### config.mk
export PLATFORM = sky130hd
export DESIGN_NAME = hazard_flush_ctrl
export DESIGN_NICKNAME = d
export VERILOG_FILES = /design/src/rtl/hazard_flush_ctrl.sv
export SDC_FILE = /design/constraint.sdc
export NUM_CORES = 1
export LEC_CHECK = 0
export BUFFER_PORTS_ARGS = -buffer_cell sky130_fd_sc_hd__buf_2
export CAP_MARGIN = 40
export CELL_PAD_IN_SITES_DETAIL_PLACEMENT = 1
export CELL_PAD_IN_SITES_GLOBAL_PLACEMENT = 2
export CORE_ASPECT_RATIO = 1.4
export CORE_UTILIZATION = 21
export CTS_CLUSTER_DIAMETER = 200
export DETAILED_ROUTE_END_ITERATION = 8
export PLACE_DENSITY_LB_ADDON = 0.1
export SLEW_MARGIN = 20
export SYNTH_ARGS = -nofsm -noshare
export SYNTH_HDL_FRONTEND = slang
export SYNTH_SLANG_ARGS = --single-unit
### constraint.sdc
create_clock -name clk -period 1.67 [get_ports clk]
set_clock_uncertainty 0.1 [all_clocks]
set_input_delay 0.167 -clock clk [delete_from_list [all_inputs] [get_ports clk]]
set_output_delay 0.167 -clock clk [all_outputs]
set_load 0.01 [all_outputs]
### src/rtl/hazard_flush_ctrl.sv
// Pipeline hazard/flush sequencer: load-use bubbles, mispredict flushes, dmem waits, HLT drain.
// Optional HAZ_PERF_CNT_EN adds saturating stall/flush/bubble performance counters.
module hazard_flush_ctrl #(
  parameter int REG_ADDR_W   = 4,
  parameter int DRAIN_CYCLES = 3,
  parameter int CNT_W        = 16
) (
  input  logic                  clk,
  input  logic                  rst_n,
  input  logic                  ID_EX_MemRead,
  input  logic [REG_ADDR_W-1:0] ID_EX_reg_rd,
  input  logic [REG_ADDR_W-1:0] IF_ID_reg_rs,
  input  logic [REG_ADDR_W-1:0] IF_ID_reg_rt,
  input  logic                  IF_ID_uses_rs,
  input  logic                  IF_ID_uses_rt,
  input  logic                  ID_mispredict,
  input  logic                  IF_ID_is_hlt,
  input  logic                  dmem_req,
  input  logic                  dmem_ready,
  output logic                  PC_stall,
  output logic                  IF_ID_stall,
  output logic                  IF_ID_flush,
  output logic                  ID_EX_stall,
  output logic                  ID_EX_flush,
  output logic                  EX_MEM_stall,
  output logic                  MEM_WB_flush,
  output logic                  halted
`ifdef HAZ_PERF_CNT_EN
  ,
  output logic [CNT_W-1:0]      stall_cycles,
  output logic [CNT_W-1:0]      flush_count,
  output logic [CNT_W-1:0]      bubble_count
`endif
);

  localparam logic [1:0] RUN      = 2'd0;
  localparam logic [1:0] MEM_WAIT = 2'd1;
  localparam logic [1:0] DRAIN    = 2'd2;
  localparam logic [1:0] HALTED   = 2'd3;

  localparam int DW = (DRAIN_CYCLES < 2) ? 1 : $clog2(DRAIN_CYCLES + 1);
  localparam logic [DW-1:0] DRAIN_INIT = DW'(DRAIN_CYCLES);

  logic [1:0]    state, state_d;
  logic [1:0]    ret_state, ret_d;
  logic [DW-1:0] drain_cnt, cnt_d;

  logic mem_wait, load_use;
  logic pc_s, ifid_s, ifid_f, idex_s, idex_f, exmem_s, memwb_f;
  logic stall_all, drain_step, mis_ev, lu_ev;

  assign mem_wait = dmem_req && !dmem_ready;
  assign load_use = ID_EX_MemRead && (ID_EX_reg_rd != '0) &&
                    ((IF_ID_uses_rs && (IF_ID_reg_rs == ID_EX_reg_rd)) ||
                     (IF_ID_uses_rt && (IF_ID_reg_rt == ID_EX_reg_rd)));

  always_comb begin
    state_d    = state;
    ret_d      = ret_state;
    cnt_d      = drain_cnt;
    pc_s       = 1'b0;
    ifid_s     = 1'b0;
    ifid_f     = 1'b0;
    idex_s     = 1'b0;
    idex_f     = 1'b0;
    exmem_s    = 1'b0;
    memwb_f    = 1'b0;
    stall_all  = 1'b0;
    drain_step = 1'b0;
    mis_ev     = 1'b0;
    lu_ev      = 1'b0;

    case (state)
      RUN: begin
        if (mem_wait) begin
          stall_all = 1'b1;
          state_d   = MEM_WAIT;
          ret_d     = RUN;
        end else if (ID_mispredict) begin
          ifid_f = 1'b1;
          mis_ev = 1'b1;
        end else if (load_use) begin
          pc_s   = 1'b1;
          ifid_s = 1'b1;
          idex_f = 1'b1;
          lu_ev  = 1'b1;
        end else if (IF_ID_is_hlt) begin
          pc_s    = 1'b1;
          state_d = DRAIN;
          cnt_d   = DRAIN_INIT;
        end
      end
      MEM_WAIT: begin
        // The release cycle advances the pipeline, so when draining it also counts as a drain cycle.
        if (mem_wait)                stall_all  = 1'b1;
        else if (ret_state == DRAIN) drain_step = 1'b1;
        else                         state_d    = RUN;
      end
      DRAIN: begin
        if (mem_wait) begin
          stall_all = 1'b1;
          state_d   = MEM_WAIT;
          ret_d     = DRAIN;
        end else begin
          drain_step = 1'b1;
        end
      end
      default: begin
        pc_s    = 1'b1;
        ifid_s  = 1'b1;
        idex_s  = 1'b1;
        exmem_s = 1'b1;
      end
    endcase

    if (stall_all) begin
      pc_s    = 1'b1;
      ifid_s  = 1'b1;
      idex_s  = 1'b1;
      exmem_s = 1'b1;
      memwb_f = 1'b1;
    end

    if (drain_step) begin
      pc_s    = 1'b1;
      ifid_f  = 1'b1;
      cnt_d   = drain_cnt - 1'b1;
      state_d = (drain_cnt <= DW'(1)) ? HALTED : DRAIN;
    end
  end

  // Outputs are forced low while reset is held, independent of the Mealy inputs.
  assign PC_stall     = pc_s    && rst_n;
  assign IF_ID_stall  = ifid_s  && rst_n;
  assign IF_ID_flush  = ifid_f  && rst_n;
  assign ID_EX_stall  = idex_s  && rst_n;
  assign ID_EX_flush  = idex_f  && rst_n;
  assign EX_MEM_stall = exmem_s && rst_n;
  assign MEM_WB_flush = memwb_f && rst_n;

  always_ff @(posedge clk or negedge rst_n) begin
    if (!rst_n) begin
      state     <= RUN;
      ret_state <= RUN;
      drain_cnt <= '0;
      halted    <= 1'b0;
    end else begin
      state     <= state_d;
      ret_state <= ret_d;
      drain_cnt <= cnt_d;
      halted    <= (state_d == HALTED);
    end
  end

`ifdef HAZ_PERF_CNT_EN
  always_ff @(posedge clk or negedge rst_n) begin
    if (!rst_n) begin
      stall_cycles <= '0;
      flush_count  <= '0;
      bubble_count <= '0;
    end else begin
      if (pc_s && (state != HALTED) && (stall_cycles != '1)) stall_cycles <= stall_cycles + 1'b1;
      if (mis_ev && (flush_count != '1))                     flush_count  <= flush_count + 1'b1;
      if (lu_ev && (bubble_count != '1))                     bubble_count <= bubble_count + 1'b1;
    end
  end
`endif

endmodule

==> results of run 1 <==
==> routing by layer <==
| metal | wire (um) | vias to the layer above | share of wire | track usage |
|---|---|---|---|---|
| met4 | 23 | 0 | 0.010 | 0.0893 |
| met3 | 51 | 2 | 0.022 | 0.0110 |
| li1 | - | 391 | - | - |
| met1 | 893 | 375 | 0.39 | 0.186 |
| met5 | 0 | - | 0 | 0 |
| met2 | 1310 | 16 | 0.57 | 0.308 |
==> flip-flops by register name, summed over array words and instances, names as in the netlist <==
register,count
drain_cnt,2
state,2
halted,1
ret_state,1
==> through the flow <==
stage                     setup slack [ns]  total power [mW]  area, um2  setup TNS, ns  utilization
after floorplan                     0.0291             0.683        603              0            -
after global placement              -0.289              1.07        905          -1.38        0.339
after detailed placement            -0.296              1.08        905          -1.44        0.339
after CTS                           -0.243              1.48       1070          -1.29        0.402
after global routing                -0.347              1.75       1130          -1.98        0.425
final                               -0.224              1.61       1130         -0.962        0.425
==> cell usage in the layout (no fill, tap or decap), types with 3 or more instances in the layout <==
cell type / Yosys / layout
nand2_1: 4 / 3
nor2_1: 9 / 8
buf_2: 0 / 28
nand3_1: 3 / 3
ha_4: 0 / 4
o211ai_1: 3 / 3
clkbuf_4: 0 / 3
dfrtp_1: 6 / 4
buf_4: 1 / 21
o21ai_0: 5 / 3
xor2_1: 6 / 6
==> power breakdown <==
| part | internal (mW) | leakage [nW] | switching [mW] | total, mW |
|---|---|---|---|---|
| clock | 0.0812 | 0.0138 | 0.0505 | 0.132 |
| sequential | 0.216 | 0.0694 | 0.0800 | 0.296 |
| combinational | 0.653 | 0.434 | 0.532 | 1.19 |
==> worst paths after layout <==
| kind | from | endpoint | slack (ns) | cells after the start |
|---|---|---|---|---|
| max | state[0] | IF_ID_flush | -0.22 | 7 |
| max reg2reg | state[0] | halted | -0.20 | 8 |
| min in group clk | dmem_ready | ret_state[1] | 0.30 | 5 |
| min | rst_n | drain_cnt[0] | 0.28 | 2 |
| min reg2reg | drain_cnt[1] | drain_cnt[1] | 0.43 | 2 |
| max in group asynchronous | rst_n | state[0] | 0.94 | 2 |
==> repair_timing <==
| action | in CTS | in global routing |
|---|---|---|
| setup endpoints to repair | 12 | 12 |
| pin swaps | 8 | 7 |
| gates resized for setup | 24 | 13 |
| buffers inserted | 6 | 1 |
| cloned | 0 | 0 |
| endpoints found under the hold margin | 6 | 0 |
| hold buffers | 1 | 0 |
==> Yosys cell counts (all sizes together) <==
cell type / number
nor2: 9
dfrtp: 6
xor2: 6
a21oi: 5
ha: 5
inv: 5
o21ai: 5
nand2: 4
nand3: 3
o211ai: 3
a31oi: 2
nand2b: 2
nor4: 2
xnor2: 2
a211oi: 1
a21boi: 1
a22o: 1
and3: 1
buf: 1
clkbuf: 1
nand3b: 1
nor2b: 1
nor3: 1
nor3b: 1
o21bai: 1
o22ai: 1
o2bb2ai: 1
o32ai: 1
o41a: 1
or3: 1
or4: 1
==> worst register-to-register path: cells and delay by family (launching register included) <==
family                   cells  cell delay, ns
AND/OR/NAND/NOR              1            0.09
flip-flops                   1            0.46
AO/OA/AOI/OAI                4            0.61
buffers and inverters        2            0.31
adder cells (fa/ha/maj)      1            0.16
==> cell families after synthesis <==
| kind of cell | Yosys count | share of synthesized area |
|---|---|---|
| xor+xnor | 8 | 0.116 |
| flops | 6 | 0.249 |
| simple gates | 27 | 0.230 |
| buf+inv | 7 | 0.0498 |
| compound gates | 23 | 0.251 |
| fa+ha+maj | 5 | 0.104 |
==> cell type report <==
type	count	area, um2
timing repair buffer	53	345
inverter	5	28.8
clock buffer	3	22.5
multi-input combinational	63	541
tap	36	45.0
fill	332	1540
sequential	6	153
==> out/metrics.cfg, run 1 <==
[status]
outcome = complete, but fails checks
violations = setup timing

[setup_path]
critPathLaunchType = register
cpPeakStageDelay_ns = 0.46
worstSetupEndpointType = output port
worstPathArrival_ns = 1.63
critPathMaxFanout = 4
crit_family = flip-flops
crit_required_ns = 1.40
crit_type = register to output port
crit_path_top_delay_cell = dfrtp_2
crit_chain = inv_4 -> ha_4 -> a21oi_4 -> nand3b_1 -> buf_4 -> a21oi_2 -> buf_2
path_buf_inv = 3

[finish]
finalNetCount = 158
drive_gt1_frac = 0.592
fin_cells = 166
syn_to_final_growth_pct = 88.2
antenna_cells = 0

[yosys]
ys_ff_latch = 6
yosysTopAreaCellShare = 0.249
ys_top_cells_by_area = dfrtp_1 (25%), ha_1 (10%), xor2_1 (8.7%), nor2_1 (5.6%), a21oi_1 (4.1%)
syn_area_per_cell_um2 = 7.94
syn_inst = 76
syn_area_um2 = 603
synth_largest_area_cell = dfrtp_1
synthDistinctLibCells = 31
syn_nets = 102
synth-seq-area-share = 0.249
yosysWarningCount = 0

[clock_tree]
path_clk_slew_ns = 0.05
clk_path_buf_depth = 2
cts.sinks = 6
cts_tree = built
clockRootBuffer = clkbuf_4
clock_latency_ns = 0.24
htreeDepth = 1
cts_buffers = 3

[global_routing]
first_global_vias = 868
antenna_found_initial = 0
grt_usage = 0.171
grt-ovfl-total = 0
grt_pass1_wl_um = 3840
grt_max_degree = 7

[routing]
drtAntennaViolNets = 0
routed_via_density = 4.72
wl_per_cell_um = 13.7
num_vias = 784
dr.pass1.iters = 3
drtIter0Drc = 1
wl_um = 2270
drc = 0

[sta]
fin_crit_ns = 1.89
maxSlewHeadroom = 0.748
rsz0062_at_grt = yes
fin_hold_ws_ns = 0.283
finalHoldViolations = 0
fmax_mhz = 528
drv_slew = 0
timing.final.ws_setup_ns = -0.224
fin_crit_sh = 1.13
tightest_slew_ns = 0.375
finalSetupViolCount = 7

[place]
gp_congestion = 0.694
dpl.cell_count = 155
place_hpwl_um = 1680
port_buffers = 28

[floorplan]
ios = 29
die_width_um = 47.3
num_rows = 22
die_h_um = 65.4
start_util = 0.226
die_area_mm2 = 0.00309
coreArea_mm2 = 0.00267

[power_and_ir_drop]
ir_worst_vdd_mv = 0.622
powerDensity_mw_per_mm2 = 1420
leakagePower_nw = 0.518

[min_path]
hold_class = input pin to asynchronous set/reset pin

[job]
drv_cap = 0

No activity file was read; power rests on OpenSTA's default activity.
==> run 2: changes to the inputs <==
--- a/config.mk
+++ b/config.mk
@@ -14,6 +14,7 @@
 export CTS_CLUSTER_DIAMETER = 200
 export DETAILED_ROUTE_END_ITERATION = 8
 export PLACE_DENSITY_LB_ADDON = 0.1
+export SKIP_CTS_REPAIR_TIMING = 1
 export SLEW_MARGIN = 20
 export SYNTH_ARGS = -nofsm -noshare
 export SYNTH_HDL_FRONTEND = slang
==> run 2 against run 1 <==
- worst hold slack worse by 0.011 ns
- sequential power down 5%
- die area unchanged
- final cell count up 0.60%
- first-iteration DRC count rose to 4.0 times the previous value
- the flow still finishes with violations (setup timing)
- largest cell class unchanged
- fmax down 6.9%
==> out/metrics.cfg, run 2 (synthesized netlist as in run 1, its figures left out) <==
[status]
outcome = complete, but fails checks  ; unchanged
violations = setup timing  ; unchanged

[sta]
fin_crit_sh = 1.22  ; was 1.13
finalSetupViolCount = 10  ; was 7
tightest_slew_ns = 0.585  ; was 0.375 ns
fmax_mhz = 492  ; was 528 MHz
drv_slew = 0  ; unchanged
maxSlewHeadroom = 0.607  ; was 0.748
finalHoldViolations = 0  ; unchanged
fin_hold_ws_ns = 0.271  ; was 0.283 ns
final.setup.tns_ns = -1.59  ; was -0.962 ns
rsz0062_at_grt = yes  ; unchanged
timing.final.ws_setup_ns = -0.364  ; was -0.224 ns
fin_crit_ns = 2.03  ; was 1.89 ns

[finish]
layout_commonest_cell = buf_2  ; unchanged
finalNetCount = 159  ; was 158
fin_cells = 167  ; was 166
fin_util = 0.411  ; was 0.425
top_regs = drain_cnt: 2 flops, state: 2 flops  ; unchanged
syn_to_final_growth_pct = 82.2  ; was 88.2%
antenna_cells = 0  ; unchanged
drive_gt1_frac = 0.542  ; was 0.592
final_cell_mix = buf_2 (28), buf_4 (23), nor2_1 (8)  ; was buf_2 (28), buf_4 (21), nor2_1 (8)

[setup_path]
crit_required_ns = 1.40  ; about the same
timing.rr.end = halted  ; unchanged
worstSetupEndpointType = output port  ; unchanged
crit_path_top_delay_cell = dfrtp_2  ; unchanged
crit_type = register to output port  ; unchanged
cpPeakStageDelay_ns = 0.46  ; about the same
path_buf_inv = 4  ; was 3
crit_chain = inv_4 -> ha_4 -> a21oi_4 -> nand3b_1 -> buf_6 -> buf_6 -> a21oi_2 -> buf_2  ; was inv_4 -> ha_4 -> a21oi_4 -> nand3b_1 -> buf_4 -> a21oi_2 -> buf_2
critPathLaunchType = register  ; unchanged
crit_family = buffers and inverters  ; was flip-flops
worstReg2RegStart = state[0]  ; unchanged
startpoint = state[0]  ; unchanged
rrSetupSlack_ns = -0.20  ; about the same
worstPathArrival_ns = 1.77  ; was 1.63 ns
rr_worst_depth = 8  ; unchanged
cpMostUsedCell = buf_6
critPathMaxFanout = 4  ; unchanged

[clock_tree]
cts_buffers = 3  ; unchanged
cts_tree = built  ; unchanged
path_clk_slew_ns = 0.05  ; about the same
clockRootBuffer = clkbuf_4  ; unchanged
htreeDepth = 1  ; unchanged
cts.sinks = 6  ; unchanged
clock_latency_ns = 0.24  ; about the same
clk_path_buf_depth = 2  ; unchanged

[place]
place_hpwl_um = 1680  ; unchanged
gp_congestion = 0.694  ; unchanged
port_buffers = 28  ; unchanged
dpl.cell_count = 155  ; unchanged

[routing]
num_vias = 767  ; was 784
drc = 0  ; unchanged
wl_per_cell_um = 13.5  ; was 13.7 um
routed_via_density = 4.59  ; was 4.72
wl_um = 2250  ; was 2270 um
drtIter0Drc = 4  ; was 1
dr.pass1.iters = 3  ; unchanged
drtAntennaViolNets = 0  ; unchanged

[global_routing]
first_global_vias = 783  ; was 868
grt_max_degree = 8  ; was 7
grt_usage = 0.147  ; was 0.171
grt_pass1_wl_um = 3340  ; was 3840 um
antenna_found_initial = 0  ; unchanged
grt-ovfl-total = 0  ; unchanged

[floorplan]
coreArea_mm2 = 0.00267  ; unchanged
ios = 29  ; unchanged
start_util = 0.226  ; unchanged
die_h_um = 65.4  ; unchanged
num_rows = 22  ; unchanged
die_width_um = 47.3  ; unchanged
die_area_mm2 = 0.00309  ; unchanged

[power_and_ir_drop]
leakagePower_nw = 0.521  ; was 0.518 nW
powerDensity_mw_per_mm2 = 1450  ; was 1420 mW/mm2
ir_worst_vdd_mv = 0.606  ; was 0.622 mV

[min_path]
hold_class = input pin to asynchronous set/reset pin  ; unchanged

[job]
drv_cap = 0  ; unchanged

==> run 2: through the flow <==
step,power [mW],instance area [um2],setup slack [ns]
after detailed placement,1.08,905,-0.296
after CTS,1.22,927,-0.501
final,1.59,1100,-0.364
after global placement,1.07,905,-0.289
after floorplan,0.683,603,0.0291
after global routing,1.73,1100,-0.424
==> run 2: final cells by class <==
class,count,area [um2]
Clock buffer,3,22.5
Fill cell,335,1570
Inverter,5,21.3
Multi-Input combinational cell,63,513
Sequential cell,6,151
Tap cell,36,45.0
Timing Repair Buffer,54,345
==> run 2: power breakdown <==
| group | switching (mW) | total (mW) | internal (mW) |
|---|---|---|---|
| sequential | 0.0668 | 0.280 | 0.213 |
| combinational | 0.526 | 1.18 | 0.654 |
| clock | 0.0503 | 0.131 | 0.0811 |
==> run 2: how the worst max path moves through the flow <==
stage,to,slack (ns),depth (start not counted)
finish,IF_ID_flush,-0.36,8
global route,IF_ID_flush,-0.42,8
CTS,PC_stall,-0.50,8
detailed placement,halted,-0.30,7
global placement,halted,-0.29,7
floorplan,halted,0.03,6
==> run 2: routing by layer <==
layer,share of wire,track usage,vias up
met2,0.57,0.260,16
met3,0.023,0.00824,2
met1,0.40,0.171,363
met5,0,0,-
met4,0.0062,0.0643,0
li1,-,-,386
